File: config.mk
export PLATFORM = sky130hd
export DESIGN_NAME = instruction_prefetch
export DESIGN_NICKNAME = d
export VERILOG_FILES = /design/src/rtl/instruction_prefetch_pkg.sv /design/src/rtl/instruction_prefetch_fetch_fifo.sv /design/src/rtl/instruction_prefetch.sv
export SDC_FILE = /design/constraint.sdc
export NUM_CORES = 1
export LEC_CHECK = 0
export ABC_AREA = 0
export CAP_MARGIN = 20
export CORE_ASPECT_RATIO = 1.25
export CORE_MARGIN = 2
export CORE_UTILIZATION = 50
export CTS_CLUSTER_DIAMETER = 150
export DETAILED_ROUTE_END_ITERATION = 16
export PLACE_DENSITY = 0.73
export SYNTH_ARGS = -nofsm -noshare
export SYNTH_HDL_FRONTEND = slang
export SYNTH_SLANG_ARGS = --single-unit
File: constraint.sdc
create_clock -name Clock -period 3.1 [get_ports Clock]
set_clock_uncertainty 0.1 [all_clocks]
set_input_delay 0.62 -clock Clock [delete_from_list [all_inputs] [get_ports Clock]]
set_output_delay 0.62 -clock Clock [all_outputs]
set_load 0.01 [all_outputs]
File: src/rtl/instruction_prefetch_pkg.sv
// Shared definitions for the instruction prefetch stage: default widths,
// FIFO depth and a saturating-increment helper for the flush counter.
package instruction_prefetch_pkg;

    localparam int PF_ADDR_WIDTH      = 16;
    localparam int PF_INSTR_WIDTH     = 28;
    localparam int PF_DEFAULT_DEPTH   = 4;
    localparam int PF_FLUSH_CNT_WIDTH = 16;

    // Increment that sticks at all-ones instead of wrapping.
    function automatic logic [PF_FLUSH_CNT_WIDTH-1:0] sat_inc(
        input logic [PF_FLUSH_CNT_WIDTH-1:0] v
    );
        return (&v) ? v : v + PF_FLUSH_CNT_WIDTH'(1);
    endfunction

endpackage

File: src/rtl/instruction_prefetch_fetch_fifo.sv
// Small circular buffer of {address, instruction} entries. A flush clears
// pointers and count in one cycle; storage contents are left as-is.
module instruction_prefetch_fetch_fifo #(
    parameter int WIDTH = 44,
    parameter int DEPTH = 4
) (
    input  logic             Clock,
    input  logic             Reset,
    input  logic             push,
    input  logic             pop,
    input  logic             flush,
    input  logic [WIDTH-1:0] wdata,
    output logic [WIDTH-1:0] rdata,
    output logic             valid,
    output logic             full
);
    localparam int PW = (DEPTH > 1) ? $clog2(DEPTH) : 1;
    localparam logic [PW:0] FULL_CNT = (PW+1)'(DEPTH);

    logic [WIDTH-1:0] mem_q [DEPTH];
    logic [WIDTH-1:0] mem_d [DEPTH];
    logic [PW-1:0]    wr_ptr_q, wr_ptr_d;
    logic [PW-1:0]    rd_ptr_q, rd_ptr_d;
    logic [PW:0]      count_q,  count_d;

    assign rdata = mem_q[rd_ptr_q];
    assign valid = (count_q != '0);
    assign full  = (count_q == FULL_CNT);

    // Next-state: flush wins, otherwise independent push/pop bookkeeping.
    always_comb begin
        mem_d    = mem_q;
        wr_ptr_d = wr_ptr_q;
        rd_ptr_d = rd_ptr_q;
        count_d  = count_q;
        if (flush) begin
            wr_ptr_d = '0;
            rd_ptr_d = '0;
            count_d  = '0;
        end else begin
            if (push) begin
                mem_d[wr_ptr_q] = wdata;
                wr_ptr_d        = wr_ptr_q + PW'(1);
            end
            if (pop) begin
                rd_ptr_d = rd_ptr_q + PW'(1);
            end
            count_d = count_q + (PW+1)'(push) - (PW+1)'(pop);
        end
    end

    // State registers, all cleared by reset so the head reads zero.
    always_ff @(posedge Clock or negedge Reset) begin
        if (!Reset) begin
            for (int i = 0; i < DEPTH; i++) mem_q[i] <= '0;
            wr_ptr_q <= '0;
            rd_ptr_q <= '0;
            count_q  <= '0;
        end else begin
            mem_q    <= mem_d;
            wr_ptr_q <= wr_ptr_d;
            rd_ptr_q <= rd_ptr_d;
            count_q  <= count_d;
        end
    end

endmodule

File: src/rtl/instruction_prefetch.sv
// Instruction fetch stage: owns the PC, fetches one ROM word per cycle into
// the fetch FIFO while there is room, and redirects on a taken branch.
// Optional feature macro: PREFETCH_FLUSH_CNT_EN adds the oFlushCount port
// (saturating count of cycles with iBranchTaken asserted).
module instruction_prefetch
    import instruction_prefetch_pkg::*;
#(
    parameter int ADDR_WIDTH  = PF_ADDR_WIDTH,
    parameter int INSTR_WIDTH = PF_INSTR_WIDTH,
    parameter int DEPTH       = PF_DEFAULT_DEPTH
) (
    input  logic                   Clock,
    input  logic                   Reset,
    output logic [ADDR_WIDTH-1:0]  oRomAddress,
    input  logic [INSTR_WIDTH-1:0] iRomInstruction,
    input  logic                   iBranchTaken,
    input  logic [ADDR_WIDTH-1:0]  iBranchTarget,
    output logic [INSTR_WIDTH-1:0] oInstruction,
    output logic [ADDR_WIDTH-1:0]  oInstrAddress,
    output logic                   oValid,
    input  logic                   iReady,
    output logic                   oFull
`ifdef PREFETCH_FLUSH_CNT_EN
    ,
    output logic [PF_FLUSH_CNT_WIDTH-1:0] oFlushCount
`endif
);
    localparam int EW = ADDR_WIDTH + INSTR_WIDTH;

    logic [ADDR_WIDTH-1:0] pc_q, pc_d;
    logic [EW-1:0]         head;
    logic                  pop, push;

    // Valid depends only on stored count, so iReady never reaches oValid.
    assign pop         = oValid & iReady;
    assign push        = ~iBranchTaken & (~oFull | pop);
    assign oRomAddress = pc_q;

    // PC: branch target has priority, otherwise advance on each push.
    always_comb begin
        pc_d = pc_q;
        if (iBranchTaken)  pc_d = iBranchTarget;
        else if (push)     pc_d = pc_q + ADDR_WIDTH'(1);
    end

    // PC register.
    always_ff @(posedge Clock or negedge Reset) begin
        if (!Reset) pc_q <= '0;
        else        pc_q <= pc_d;
    end

    instruction_prefetch_fetch_fifo #(
        .WIDTH (EW),
        .DEPTH (DEPTH)
    ) u_fifo (
        .Clock (Clock),
        .Reset (Reset),
        .push  (push),
        .pop   (pop),
        .flush (iBranchTaken),
        .wdata ({pc_q, iRomInstruction}),
        .rdata (head),
        .valid (oValid),
        .full  (oFull)
    );

    assign oInstrAddress = head[EW-1:INSTR_WIDTH];
    assign oInstruction  = head[INSTR_WIDTH-1:0];

`ifdef PREFETCH_FLUSH_CNT_EN
    logic [PF_FLUSH_CNT_WIDTH-1:0] flush_cnt_q, flush_cnt_d;

    // Count redirect cycles, sticking at the maximum.
    always_comb begin
        flush_cnt_d = flush_cnt_q;
        if (iBranchTaken) flush_cnt_d = sat_inc(flush_cnt_q);
    end

    // Flush counter register.
    always_ff @(posedge Clock or negedge Reset) begin
        if (!Reset) flush_cnt_q <= '0;
        else        flush_cnt_q <= flush_cnt_d;
    end

    assign oFlushCount = flush_cnt_q;
`endif

endmodule

After elaboration in Yosys (flattened, before gate mapping)
Cells that the tools add are included.
{ "totals": {"reg_bits": 199} }
{ "classes": {"reduce_logical": 5, "add_sub_neg": 5, "magnitude_cmp": 3, "bitwise": 7, "n_eq_ne": 1, "muxes": 13} }
{ "ops": {"columns": ["op", "n"], "rows": [
  ["176-bit bitwise mux", 1],
  ["44-bit 2-to-1 mux", 3],
  ["44-bit binary-select mux with 2-bit select", 1],
  ["44-bit demux with 2-bit select", 1],
  ["16-bit 2-to-1 mux", 2],
  ["16-bit by 1-bit adder with 16-bit output (second input constant)", 1],
  ["2-bit 2-to-1 mux", 4],
  ["3-bit >= comparator (second input constant)", 2],
  ["2-bit NOT with 3-bit output", 2],
  ["2-bit by 1-bit adder with 2-bit output (second input constant)", 2],
  ["2-bit nonzero test", 2],
  ["3-bit by 1-bit adder with 3-bit output", 1],
  ["3-bit equality test (second input constant)", 1],
  ["3-bit by 1-bit less-than comparator with 1-bit output (second input constant)", 1],
  ["3-bit 2-to-1 mux", 1],
  ["3-bit nonzero test", 1],
  ["3-bit by 1-bit subtractor with 3-bit output", 1],
  ["1-bit bitwise AND", 2],
  ["1-bit NOT", 2],
  ["2-bit AND reduction", 1],
  ["1-bit logical AND", 1],
  ["1-bit bitwise OR", 1]
]} }

Logic depth before layout (Yosys ltp)
{ "depth": {"word_depth": 7, "mapped_depth": 9, "mapped_depth_nobuf": 9} }

Hierarchy
From an unflattened synthesis, not the netlist that was laid out.
{ "hier_totals": {"cells_unflattened": 565, "hier_area_um2": 9325.2} }
{ "modules_own_cells": {"columns": ["mod", "area_per_inst_um2", "n_inst", "cells_each", "seq_area_each_um2"], "rows": [
  ["instruction_prefetch_fetch_fifo", 8405.6, 1, 462, 4579.4],
  ["instruction_prefetch", 919.6, 1, 103, 400.4]
]} }

Worst setup path before layout
No wires, ideal clock.
{ "synth_path": {"kind": "register to output", "from": "reg u_fifo.rd_ptr_q[0]", "to": "out oInstrAddress[0]", "path_stages_with_launch": 4, "n_path_buf": 2, "t_required_ns": 2.380, "path_slack_ns": 0.739, "arrival_time_ns": 1.641, "path_cell_list": "dfrtp_1 clkbuf_1 buf_2 mux4_2"} }
{ "synth_between": {"elab_chain_len": 4} }
{ "synth_rtl": {"columns": ["element", "line_no", "text"], "rows": [
  ["start: declaration", "instruction_prefetch_fetch_fifo.sv:23", "logic [PW-1:0] rd_ptr_q, rd_ptr_d;"],
  ["start signal: assignment", "instruction_prefetch_fetch_fifo.sv:62", "rd_ptr_q <= rd_ptr_d;"],
  ["2-bit NOT with 3-bit output (not written as such)", "instruction_prefetch_fetch_fifo.sv:26", "assign rdata = mem_q[rd_ptr_q];"],
  ["44-bit binary-select mux with 2-bit select", "instruction_prefetch_fetch_fifo.sv:26", null],
  ["44-bit 2-to-1 mux (not written as such) (2 in a row)", "instruction_prefetch_fetch_fifo.sv:26", null],
  ["end: declaration", "instruction_prefetch.sv:19", "output logic [ADDR_WIDTH-1:0] oInstrAddress,"]
]} }
No other way between the ends. The select of a mux whose other input is x is not followed.

Worst setup path in the final report
{ "layout_path": {"from": "reg u_fifo.rd_ptr_q[0]", "to": "out oInstruction[0]"} }
{ "layout_between": {"elab_chain_len": 4} }
{ "layout_rtl": {"columns": ["element", "line_no", "text"], "rows": [
  ["2-bit NOT with 3-bit output (not written as such)", "instruction_prefetch_fetch_fifo.sv:26", null],
  ["44-bit binary-select mux with 2-bit select", "instruction_prefetch_fetch_fifo.sv:26", null],
  ["44-bit 2-to-1 mux (not written as such) (2 in a row)", "instruction_prefetch_fetch_fifo.sv:26", null],
  ["end: declaration", "instruction_prefetch.sv:18", "output logic [INSTR_WIDTH-1:0] oInstruction,"]
]} }
No other way between the ends. The select of a mux whose other input is x is not followed.

==> run_results.csv <==
group,metric,value,unit
drt,final_antenna_violating_net_count,0,
setup_path,critPathTopFamily,"buffers and inverters",
setup_path,startpoint_to_endpoint_class_of_the_critical_path,"register to output port",
cts,clk_latency,0.43,ns
setup_path,worstSetupStartpointType,"register",
drt,routedWlPerCell,20.5,um
drt,detail_route.vias_per_cell,5.66,
flow_run,maxCapViolCount,0,
synth,mappedNetlistNets,633,
placement,globalplace.congestion,0.783,
timing,slew_headroom,36.5,%
floorplan,core-area,0.0180,mm2
cts,tritoncts,"built",
synth,average_instance_area_after_synthesis,15.8,um2
power_and_ir_drop,leakage,4.58,nW
grt,globalRoute.totalOverflow,0,
power_and_ir_drop,power_density,1010,mW/mm2
placement,dp_worst_setup_slack,0.271,ns
cells_and_area,syn_to_final_growth,22.3,%
setup_path,arrival_time_of_data_at_the_critical_path_endpoint,2.24,ns
setup_path,critical_path.slowest_cell,"sky130_fd_sc_hd__dfrtp_4",
setup_path,cp.required,2.38,ns
floorplan,die_x_extent,125,um
cts,cts_max_path_buffers,2,
setup_path,number_of_buffer_and_inverter_instances_along_the_worst_setup_path,2,
cells_and_area,final_net_count,746,
cts,cts.root.buffer_cell,"sky130_fd_sc_hd__clkbuf_16",
drt,drcViolationCount,0,
timing,finalWorstPathRequiredPeriod,2.96,ns
setup_path,worst_setup_path_end_kind,"output port",
synth,ys_ff_latch,199,
floorplan,start_util,50.7,%
cells_and_area,layout-drive-gt1-share,40.8,%
grt,grt_pass1_vias,5674,
drt,drt_first_pass_iters,4,
floorplan,io_pins,110,
power_and_ir_drop,irDropWorstVdd,0.506,mV
grt,grt_antenna_before_repair,0,
timing,fmaxAchievable,337,MHz
setup_path,worstPathMaxFanout,14,
timing,finalHoldViolCount,0,
timing,worst-slew-pin-transition,0.953,ns
cts,htree_levels,4,
cts,holdBufCountCts,0,
synth,yosysWarningCount,0,
timing,fin_ws,0.137,ns
drt,totalWireLength,19100,um
timing,final_count_of_negative_setup_slack_endpoints,0,
status,outcome,"finished, final reports clean",
synth,synth_area_leader_cell,"sky130_fd_sc_hd__dfrtp_1",
cells_and_area,num_antenna_cells,0,
synth,yosys.cell_types.count,42,
setup_path,regToRegSetupSlack,0.77,ns
grt,grt_first_pass_wirelength,30900,um
timing,grt_setup_unrepaired,"false",
timing,final_min_period_over_clock_period,95.6,%
synth,syn-instance-count,577,
setup_path,worst_path_largest_cell_delay,0.55,ns
min_path,hold_path_class,"input pin to asynchronous set/reset pin",
synth,post-synth-top-area-fraction,54.6,%
floorplan,die_height,155,um
floorplan,die-area,0.0193,mm2
placement,dp.final_hpwl,12100,um
timing,final.setup.tns,0,ns
placement,portBuffers,109,
drt,via_count,5267,
cts,cts.sinks,199,
synth,sequential_to_total_area_share_from_yosys_stat,54.6,%
drt,detail_route.iter0.violations,269,
synth,synthTopCellsByArea,"sky130_fd_sc_hd__dfrtp_1 55%, sky130_fd_sc_hd__mux2_2 17%, sky130_fd_sc_hd__mux4_2 11%",
cts,clkTransAtPathRegs,0.07,ns
grt,grt_start_max_net_pins,86,
timing,worst_hold_margin,0.159,ns
setup_path,crit_path_cell_trace,"buf_12, mux4_2, clkdlybuf4s50_1",
synth,post_synth_instance_area,0.00911,mm2
floorplan,rows,55,
grt,grt.total_usage,20.5,%
timing,report.final.slew_viol_count,0,
cts,numCtsBuffers,17,
kinds of logic after synthesis:
family	count (synthesis)	synth area share [%]
adder cells (fa/ha/maj)	8	1.18
AND/OR/NAND/NOR	66	3.93
AO/OA/AOI/OAI	22	1.43
multiplexers	221	34.4
XOR/XNOR	14	1.35
buffers and inverters	47	3.10
flip-flops	199	54.6
per-stage QoR:
stage          power [mW]  area [um2]  util (%)  cells
6_report             11.2       11100      62.0    931
5_1_grt              11.9       11100      62.0    931
4_1_cts              11.3       11100      61.8    924
3_5_place_dp         8.92       10400      58.2    891
3_3_place_gp         8.69       10400      58.2    891
2_1_floorplan        7.09        9110         -    577
final timing paths:
| kind | startpoint | endpoint | cells past startpoint |
|---|---|---|---|
| worst max-delay path | u_fifo.rd_ptr_q[0]$_DFFE_PN0P_ | oInstruction[0] | 3 |
| worst min-delay path | Reset | u_fifo.mem_q[142]$_DFFE_PN0P_ | 1 |
| worst max register to register | u_fifo.count_q[1]$_DFF_PN0_ | u_fifo.count_q[2]$_DFF_PN0_ | 9 |
| worst min register to register | u_fifo.mem_q[58]$_DFFE_PN0P_ | u_fifo.mem_q[58]$_DFFE_PN0P_ | 1 |
| max in group asynchronous | Reset | u_fifo.mem_q[160]$_DFFE_PN0P_ | 2 |
| min in group Clock | u_fifo.mem_q[58]$_DFFE_PN0P_ | u_fifo.mem_q[58]$_DFFE_PN0P_ | 1 |
area by class of cell:
cell class / instances / area (um2)
fillers: 1330 / 6820
flip-flops and latches: 199 / 4980
repair buffers: 133 / 1360
clock buffers: 20 / 467
clock inverters: 12 / 165
well taps: 228 / 285
multi-input cells: 331 / 3850
inverters: 8 / 30.0
state kept, by name, summed over array words and instances, names as in the netlist:
register,count
u_fifo.count_q,3
u_fifo.rd_ptr_q,2
u_fifo.mem_q,176
u_fifo.wr_ptr_q,2
oRomAddress,16
where the power goes:
part / internal [mW] / leakage [nW] / total [mW] / switching, mW
clock network: 1.35 / 0.305 / 2.34 / 0.989
logic: 2.88 / 1.88 / 4.37 / 1.50
registers: 3.80 / 2.39 / 4.52 / 0.723
total: 8.02 / 4.58 / 11.2 / 3.21
layer usage:
| layer | GRT usage, % | vias up | share of wire [%] |
|---|---|---|---|
| li1 | - | 2342 | - |
| met1 | 26.9 | 2790 | 43 |
| met2 | 34.6 | 113 | 51 |
| met3 | 4.13 | 22 | 3.6 |
| met4 | 7.01 | 0 | 1.6 |
| met5 | 0 | - | 0 |
synthesized netlist by cell type (all sizes together):
cell	instances
dfrtp	199
mux2	176
mux4	44
buf	28
nand2	21
nor2	12
o21ai	12
clkbuf	11
xnor2	9
inv	8
ha	7
nand4	5
nor3	5
xor2	5
a31oi	4
and3	4
nand3	3
and4	2
nor4b	2
o31ai	2
or3	2
or4	2
or4b	2
a21oi	1
fa	1
mux2i	1
nand2b	1
nand3b	1
nor2b	1
nor3b	1
nor4	1
o211ai	1
o31a	1
o41ai	1
or2	1
cell usage in the layout (no fill, tap or decap), types with 2 or more instances in the layout:
| master | n |
|---|---|
| sky130_fd_sc_hd__a31oi_1 | 4 |
| sky130_fd_sc_hd__and3_2 | 3 |
| sky130_fd_sc_hd__and4_1 | 2 |
| sky130_fd_sc_hd__buf_12 | 6 |
| sky130_fd_sc_hd__buf_4 | 17 |
| sky130_fd_sc_hd__bufinv_16 | 3 |
| sky130_fd_sc_hd__clkbuf_16 | 17 |
| sky130_fd_sc_hd__clkbuf_8 | 4 |
| sky130_fd_sc_hd__clkdlybuf4s50_1 | 108 |
| sky130_fd_sc_hd__clkinv_4 | 3 |
| sky130_fd_sc_hd__clkinvlp_4 | 2 |
| sky130_fd_sc_hd__dfrtp_1 | 197 |
| sky130_fd_sc_hd__ha_1 | 7 |
| sky130_fd_sc_hd__inv_1 | 8 |
| sky130_fd_sc_hd__inv_6 | 2 |
| sky130_fd_sc_hd__mux2_2 | 136 |
| sky130_fd_sc_hd__mux2_4 | 40 |
| sky130_fd_sc_hd__mux4_2 | 44 |
| sky130_fd_sc_hd__nand2_1 | 21 |
| sky130_fd_sc_hd__nand3_1 | 3 |
| sky130_fd_sc_hd__nand4_1 | 5 |
| sky130_fd_sc_hd__nor2_1 | 12 |
| sky130_fd_sc_hd__nor3_1 | 5 |
| sky130_fd_sc_hd__o21ai_0 | 12 |
| sky130_fd_sc_hd__o31ai_1 | 2 |
| sky130_fd_sc_hd__or3_1 | 2 |
| sky130_fd_sc_hd__or4_1 | 2 |
| sky130_fd_sc_hd__xnor2_1 | 9 |
| sky130_fd_sc_hd__xor2_1 | 5 |
worst reg2reg max path: cells and delay by family (launching register included):
| kind | cells | cell delay, ns |
|---|---|---|
| xor gates and xnor gates | 2 | 0.30 |
| buffers and inverters | 2 | 0.11 |
| AOI/OAI and AO/OA | 1 | 0.39 |
| and+or+nand+nor | 1 | 0.05 |
| DFF | 1 | 0.48 |
| adders and majority gates | 3 | 0.79 |
timing repair:
item,4_1_cts,5_1_grt
pin swaps,0,0
setup buffers,1,7
endpoints found under the setup margin,28,11
resized for setup,0,0
Power figures use the tool's default switching activity.
